File: src/rtl/segment_scanner_if.sv
// Display-side bundle of the multiplexed seven-segment scanner: digit data in,
// active-low anode/cathode/dp drive and frame pulse out.
interface segment_scanner_if #(
    parameter int DIGITS = 4
);
    logic [4*DIGITS-1:0] digits;
    logic [DIGITS-1:0]   point;
    logic                blank_zero;
    logic [2:0]          brightness;
    logic [DIGITS-1:0]   anode;
    logic [6:0]          cathode;
    logic                dp;
    logic                frame;

    modport master (
        output digits, point, blank_zero, brightness,
        input  anode, cathode, dp, frame
    );

    modport slave (
        input  digits, point, blank_zero, brightness,
        output anode, cathode, dp, frame
    );
endinterface

File: src/rtl/segment_scanner.sv
// Time-multiplexed hex seven-segment scanner with per-frame shadowed data,
// leading-zero blanking and eighth-step brightness control.
module segment_scanner #(
    parameter int DIGITS = 4,
    parameter int DIVIDE = 2048
) (
    input logic               clock,
    input logic               reset,
    segment_scanner_if.slave  bus
);
    localparam int PW    = $clog2(DIVIDE);
    localparam int IW    = $clog2(DIGITS);
    localparam int TW    = PW + 1;
    localparam int SLOT8 = DIVIDE / 8;

    logic [PW-1:0]           prescaler;
    logic [IW-1:0]           index;
    logic [DIGITS-1:0][3:0]  shadow_digits;
    logic [DIGITS-1:0]       shadow_point;
    logic                    load_pending;

    logic [DIGITS-1:0]       content;
    logic [DIGITS-1:0]       blank_lane;
    logic                    slot_end;
    logic                    scan_end;
    logic [TW-1:0]           on_limit;
    logic                    lit;
    logic [6:0]              segments;

    logic [DIGITS-1:0]       anode_q;
    logic [6:0]              cathode_q;
    logic                    dp_q;
    logic                    frame_q;

    function automatic logic [6:0] hex_to_seg(input logic [3:0] v);
        case (v)
            4'h0: hex_to_seg = 7'b0000001;
            4'h1: hex_to_seg = 7'b1001111;
            4'h2: hex_to_seg = 7'b0010010;
            4'h3: hex_to_seg = 7'b0000110;
            4'h4: hex_to_seg = 7'b1001100;
            4'h5: hex_to_seg = 7'b0100100;
            4'h6: hex_to_seg = 7'b0100000;
            4'h7: hex_to_seg = 7'b0001111;
            4'h8: hex_to_seg = 7'b0000000;
            4'h9: hex_to_seg = 7'b0000100;
            4'hA: hex_to_seg = 7'b0001000;
            4'hB: hex_to_seg = 7'b1100000;
            4'hC: hex_to_seg = 7'b0110001;
            4'hD: hex_to_seg = 7'b1000010;
            4'hE: hex_to_seg = 7'b0110000;
            default: hex_to_seg = 7'b0111000;
        endcase
    endfunction

    assign slot_end = (prescaler == PW'(DIVIDE - 1));
    assign scan_end = slot_end && (index == IW'(DIGITS - 1));

    // A digit is blanked only if it and everything to its left is an empty zero.
    genvar g;
    generate
        for (g = 0; g < DIGITS; g++) begin : g_lane
            assign content[g] = (|shadow_digits[g]) | shadow_point[g];
            if (g == 0) begin : g_first
                assign blank_lane[g] = 1'b0;
            end else begin : g_upper
                assign blank_lane[g] = bus.blank_zero & ~(|content[DIGITS-1:g]);
            end
        end
    endgenerate

    // brightness=7 gives a limit of DIVIDE, so the digit stays lit all slot.
    assign on_limit = (TW'(bus.brightness) + TW'(1)) * TW'(SLOT8);
    assign lit      = ~blank_lane[index] && ({1'b0, prescaler} < on_limit);
    assign segments = hex_to_seg(shadow_digits[index]);

    always_ff @(posedge clock or posedge reset) begin
        if (reset) begin
            prescaler     <= '0;
            index         <= '0;
            shadow_digits <= '0;
            shadow_point  <= '0;
            load_pending  <= 1'b1;
        end else begin
            prescaler    <= slot_end ? '0 : prescaler + 1'b1;
            load_pending <= 1'b0;
            if (slot_end)
                index <= scan_end ? '0 : index + 1'b1;
            // Data only changes between scans so one frame never mixes old and new.
            if (scan_end || load_pending) begin
                shadow_digits <= bus.digits;
                shadow_point  <= bus.point;
            end
        end
    end

    always_ff @(posedge clock or posedge reset) begin
        if (reset) begin
            anode_q   <= '1;
            cathode_q <= 7'b1111111;
            dp_q      <= 1'b1;
            frame_q   <= 1'b0;
        end else begin
            anode_q   <= lit ? ~(DIGITS'(1) << index) : '1;
            cathode_q <= lit ? segments : 7'b1111111;
            dp_q      <= lit ? ~shadow_point[index] : 1'b1;
            frame_q   <= scan_end;
        end
    end

    assign bus.anode   = anode_q;
    assign bus.cathode = cathode_q;
    assign bus.dp      = dp_q;
    assign bus.frame   = frame_q;
endmodule

File: src/flat_wrapper.sv
// flat-port wrapper written by rule: the top's interface ports become plain ports
module segment_scanner_flat 
#(
    parameter int DIGITS = 4,
    parameter int DIVIDE = 2048
)
  (clock, reset, bus_digits, bus_point, bus_blank_zero, bus_brightness, bus_anode, bus_cathode, bus_dp, bus_frame);
  segment_scanner_if #(.DIGITS(DIGITS)) bus_i ();
  input logic clock;
  input logic reset;
  input wire logic [$bits(bus_i.digits)-1:0] bus_digits;
  input wire logic [$bits(bus_i.point)-1:0] bus_point;
  input wire logic [$bits(bus_i.blank_zero)-1:0] bus_blank_zero;
  input wire logic [$bits(bus_i.brightness)-1:0] bus_brightness;
  output wire logic [$bits(bus_i.anode)-1:0] bus_anode;
  output wire logic [$bits(bus_i.cathode)-1:0] bus_cathode;
  output wire logic [$bits(bus_i.dp)-1:0] bus_dp;
  output wire logic [$bits(bus_i.frame)-1:0] bus_frame;
  assign bus_i.digits = bus_digits;
  assign bus_i.point = bus_point;
  assign bus_i.blank_zero = bus_blank_zero;
  assign bus_i.brightness = bus_brightness;
  assign bus_anode = bus_i.anode;
  assign bus_cathode = bus_i.cathode;
  assign bus_dp = bus_i.dp;
  assign bus_frame = bus_i.frame;
  segment_scanner #(.DIGITS(DIGITS), .DIVIDE(DIVIDE)) u_core (.clock(clock), .reset(reset), .bus(bus_i));
endmodule
File: config.mk
export PLATFORM = sky130hd
export DESIGN_NAME = segment_scanner_flat
export DESIGN_NICKNAME = d
export VERILOG_FILES = /design/src/rtl/segment_scanner_if.sv /design/src/rtl/segment_scanner.sv /design/src/flat_wrapper.sv
export SDC_FILE = /design/constraint.sdc
export NUM_CORES = 1
export LEC_CHECK = 0
export ABC_AREA = 1
export CAP_MARGIN = 15
export CORE_MARGIN = 5
export CORE_UTILIZATION = 48
export CTS_CLUSTER_DIAMETER = 100
export DETAILED_ROUTE_END_ITERATION = 16
export GPL_TIMING_DRIVEN = 0
export HOLD_SLACK_MARGIN = 0.03
export PLACE_DENSITY = 0.75
export SLEW_MARGIN = 5
export SYNTH_ARGS = -nofsm -noshare
export SYNTH_HDL_FRONTEND = slang
export SYNTH_SLANG_ARGS = --single-unit
File: constraint.sdc
create_clock -name clock -period 1.68 [get_ports clock]
set_clock_uncertainty 0.05 [all_clocks]
set_input_delay 0.336 -clock clock [delete_from_list [all_inputs] [get_ports clock]]
set_output_delay 0.336 -clock clock [all_outputs]
set_load 0.01 [all_outputs]
==> qor.yml <==
cts:
  clk-insertion-delay-late_ps: 300
  clock-sinks: 47
  hold_buffers: 0
  numCtsBuffers: 5
  cts_tree: "done"
  cts.clk_slew.worst_paths_ps: 80
  h-tree-depth: 2
  max-clock-path-buffers: 2
  ctsRootBufferMaster: "clkbuf_8"
place:
  postPlaceCellArea_um2: 3003
  portBuffers: 38
  hpwl_um: 3739
  place_inst: 414
  gp_congestion: 0.8461
synthesis:
  synth_edf_count: 0
  synth_area_um2: 2515
  ys_top_cells_by_area: "dfrtp_1 34%, nand2_1 15%, dfstp_2 14%"
  syn_nets: 345
  synth_area_per_cell_um2: 8.246
  synth_top_area_frac: 0.3383
  yosys_warnings: 0
  synth-seq-area-share: 0.4741
  async_flop_share: 1.000
  netlist_instances: 305
  yosys-top-cells-count: "101 x nand2_1, 47 x nand3_1, 34 x dfrtp_1, 23 x inv_1, 17 x nor2_1"
  dominantRegCellSynth: "dfrtp_1"
  ys_ff_latch: 47
  yosysMostFrequentCell: "nand2_1"
  synth_top_cell_by_area: "dfrtp_1"
  synth_cell_types: 33
floorplan:
  start_util: 0.4924
  pin_count: 39
  die_area_um2: 6787
  placementRows: 26
  core_region_area_um2: 5107
  dieHeight_um: 82.39
  die_w_um: 82.39
setup_path:
  r2r_setup_slack_ps: 30
  path_class: "reg -> reg"
  startpoint_type: "flop"
  end_kind: "flop"
  arrival_ps: 1850
  required_ps: 1880
  path_max_fanout: 5
global_routing:
  grt_pass1_vias: 2025
  grt.total_usage: 0.1647
  grt_max_degree: 29
  grt_pass1_wl_um: 8590
  antenna_found_initial: 0
  grt-ovfl-total: 0
finish:
  drive_gt1_frac: 0.2480
  fin_area_um2: 3362
  nNetsFinal: 406
  num_antenna_cells: 0
  final_cells: 437
  syn_to_final_growth_pct: 33.68
detailed_routing:
  viasPerCell: 4.929
  dr_total_vias: 2154
  drc: 0
  routedWlPerCell_um: 12.54
  drt_first_pass_iters: 4
  totalWireLength_um: 5478
  drtIter0Drc: 231
  detail-route-antenna-nets: 0
min_path:
  holdCritPathClass: "in -> async"
outcome:
  status: "finished clean"
sta:
  fmax_mhz: 604.8
  hold_viol: 0
  period_needed_ps: 1653
  setup-violations-final: 0
  fin_crit_sh: 0.9842
  slew_violations: 0
pwr:
  power_leakage_nw: 1.745
  irDropWorstVdd_mv: 0.6380
  power_density_nw_per_um2: 731.6
run:
  max-cap-violations: 0
-- through the flow --
stage,TNS [ps],power (mW),hold slack [ps],util,setup WS (ps)
global placement,-30740,1.681,429.3,0.5840,-619.7
detailed placement,-6734,1.700,435.3,0.5879,-618.2
finish,0,2.460,294.9,0.6583,26.56
global route,-222.5,2.606,350.7,0.6583,-84.62
floorplan,0,1.511,389.9,-,27.52
CTS,0,2.429,305.5,0.6149,1.190
-- layout by cell type, fill, tap and decap left out, types with 6 or more instances in the layout --
cell type / instances
nand2_2: 17
nor2_1: 17
xor2_1: 6
dfrtp_1: 33
clkdlybuf4s50_1: 23
dfstp_2: 13
buf_6: 7
ha_1: 9
buf_4: 13
clkbuf_8: 7
nand3_2: 6
dlygate4sd2_1: 12
inv_1: 20
nand3_1: 41
nand2_1: 93
-- routing by layer --
layer | vias up | share of wire | GRT usage
li1 | 1081 | - | -
met1 | 992 | 0.42 | 0.1989
met2 | 68 | 0.50 | 0.2804
met3 | 13 | 0.056 | 0.04230
met4 | 0 | 0.023 | 0.06312
met5 | - | 0 | 0
-- sequential cells by signal, summed over array words and instances, names as in the netlist --
name,flops
u_core.shadow_digits,16
u_core.prescaler,11
u_core.bus.cathode,7
u_core.bus.anode,4
u_core.shadow_point,4
u_core.index,2
u_core.bus.dp,1
u_core.bus.frame,1
u_core.load_pending,1
-- area by class of cell --
type | instances | area (µm²)
fillers | 429 | 1745
plain buffers | 7 | 67.56
well taps | 70 | 87.58
multi-input cells | 222 | 1277
clock buffers | 8 | 100.1
flip-flops and latches | 47 | 1194
inverters | 28 | 120.1
repair buffers | 55 | 515.5
-- logic make-up (layout without fill, tap and decap cells) --
| kind of cell | after synthesis | count (layout) | synth area share |
|---|---|---|---|
| other cells | 1 | 1 | 0.001491 |
| buf+inv | 36 | 98 | 0.06318 |
| flops | 47 | 47 | 0.4741 |
| compound gates | 11 | 11 | 0.02338 |
| simple gates | 189 | 189 | 0.3438 |
| fa+ha+maj | 14 | 14 | 0.06965 |
| xor+xnor | 7 | 7 | 0.02438 |
-- critical path, stage by stage (launching register included) --
cell,delay [ps]
dfrtp_2,470
buf_6,150
nand2_2,60
nand3_2,100
nand2_4,130
buf_4,120
ha_2,180
nand3_1,80
nand2_1,100
nand2_1,80
nand3_2,80
-- power by group --
group          leakage [nW]  internal (mW)  switching (mW)  total, mW
sequential            0.559           1.23          0.0412       1.27
clock                0.0515          0.376           0.357      0.732
combinational          1.13          0.218           0.237      0.455
-- path summary, 6_finish.rpt --
path,start,end,cells past startpoint
setup / recovery,u_core.index[0],u_core.bus.cathode[6],10
hold / removal,reset,u_core.shadow_point[2],2
setup reg to reg,u_core.index[0],u_core.bus.cathode[6],10
hold reg to reg,u_core.prescaler[2],u_core.prescaler[2],1
max in group asynchronous,reset,u_core.bus.anode[1],3
min in group clock,u_core.prescaler[2],u_core.prescaler[2],1
-- what timing repair did --
item / 4_1_cts / 5_1_grt
resized for setup: 28 / 38
pin swaps: 6 / 10
endpoints found under the setup margin: 24 / 34
cloned: 1 / 1
buffers inserted: 3 / 11
(Power assumes the default switching activity.)
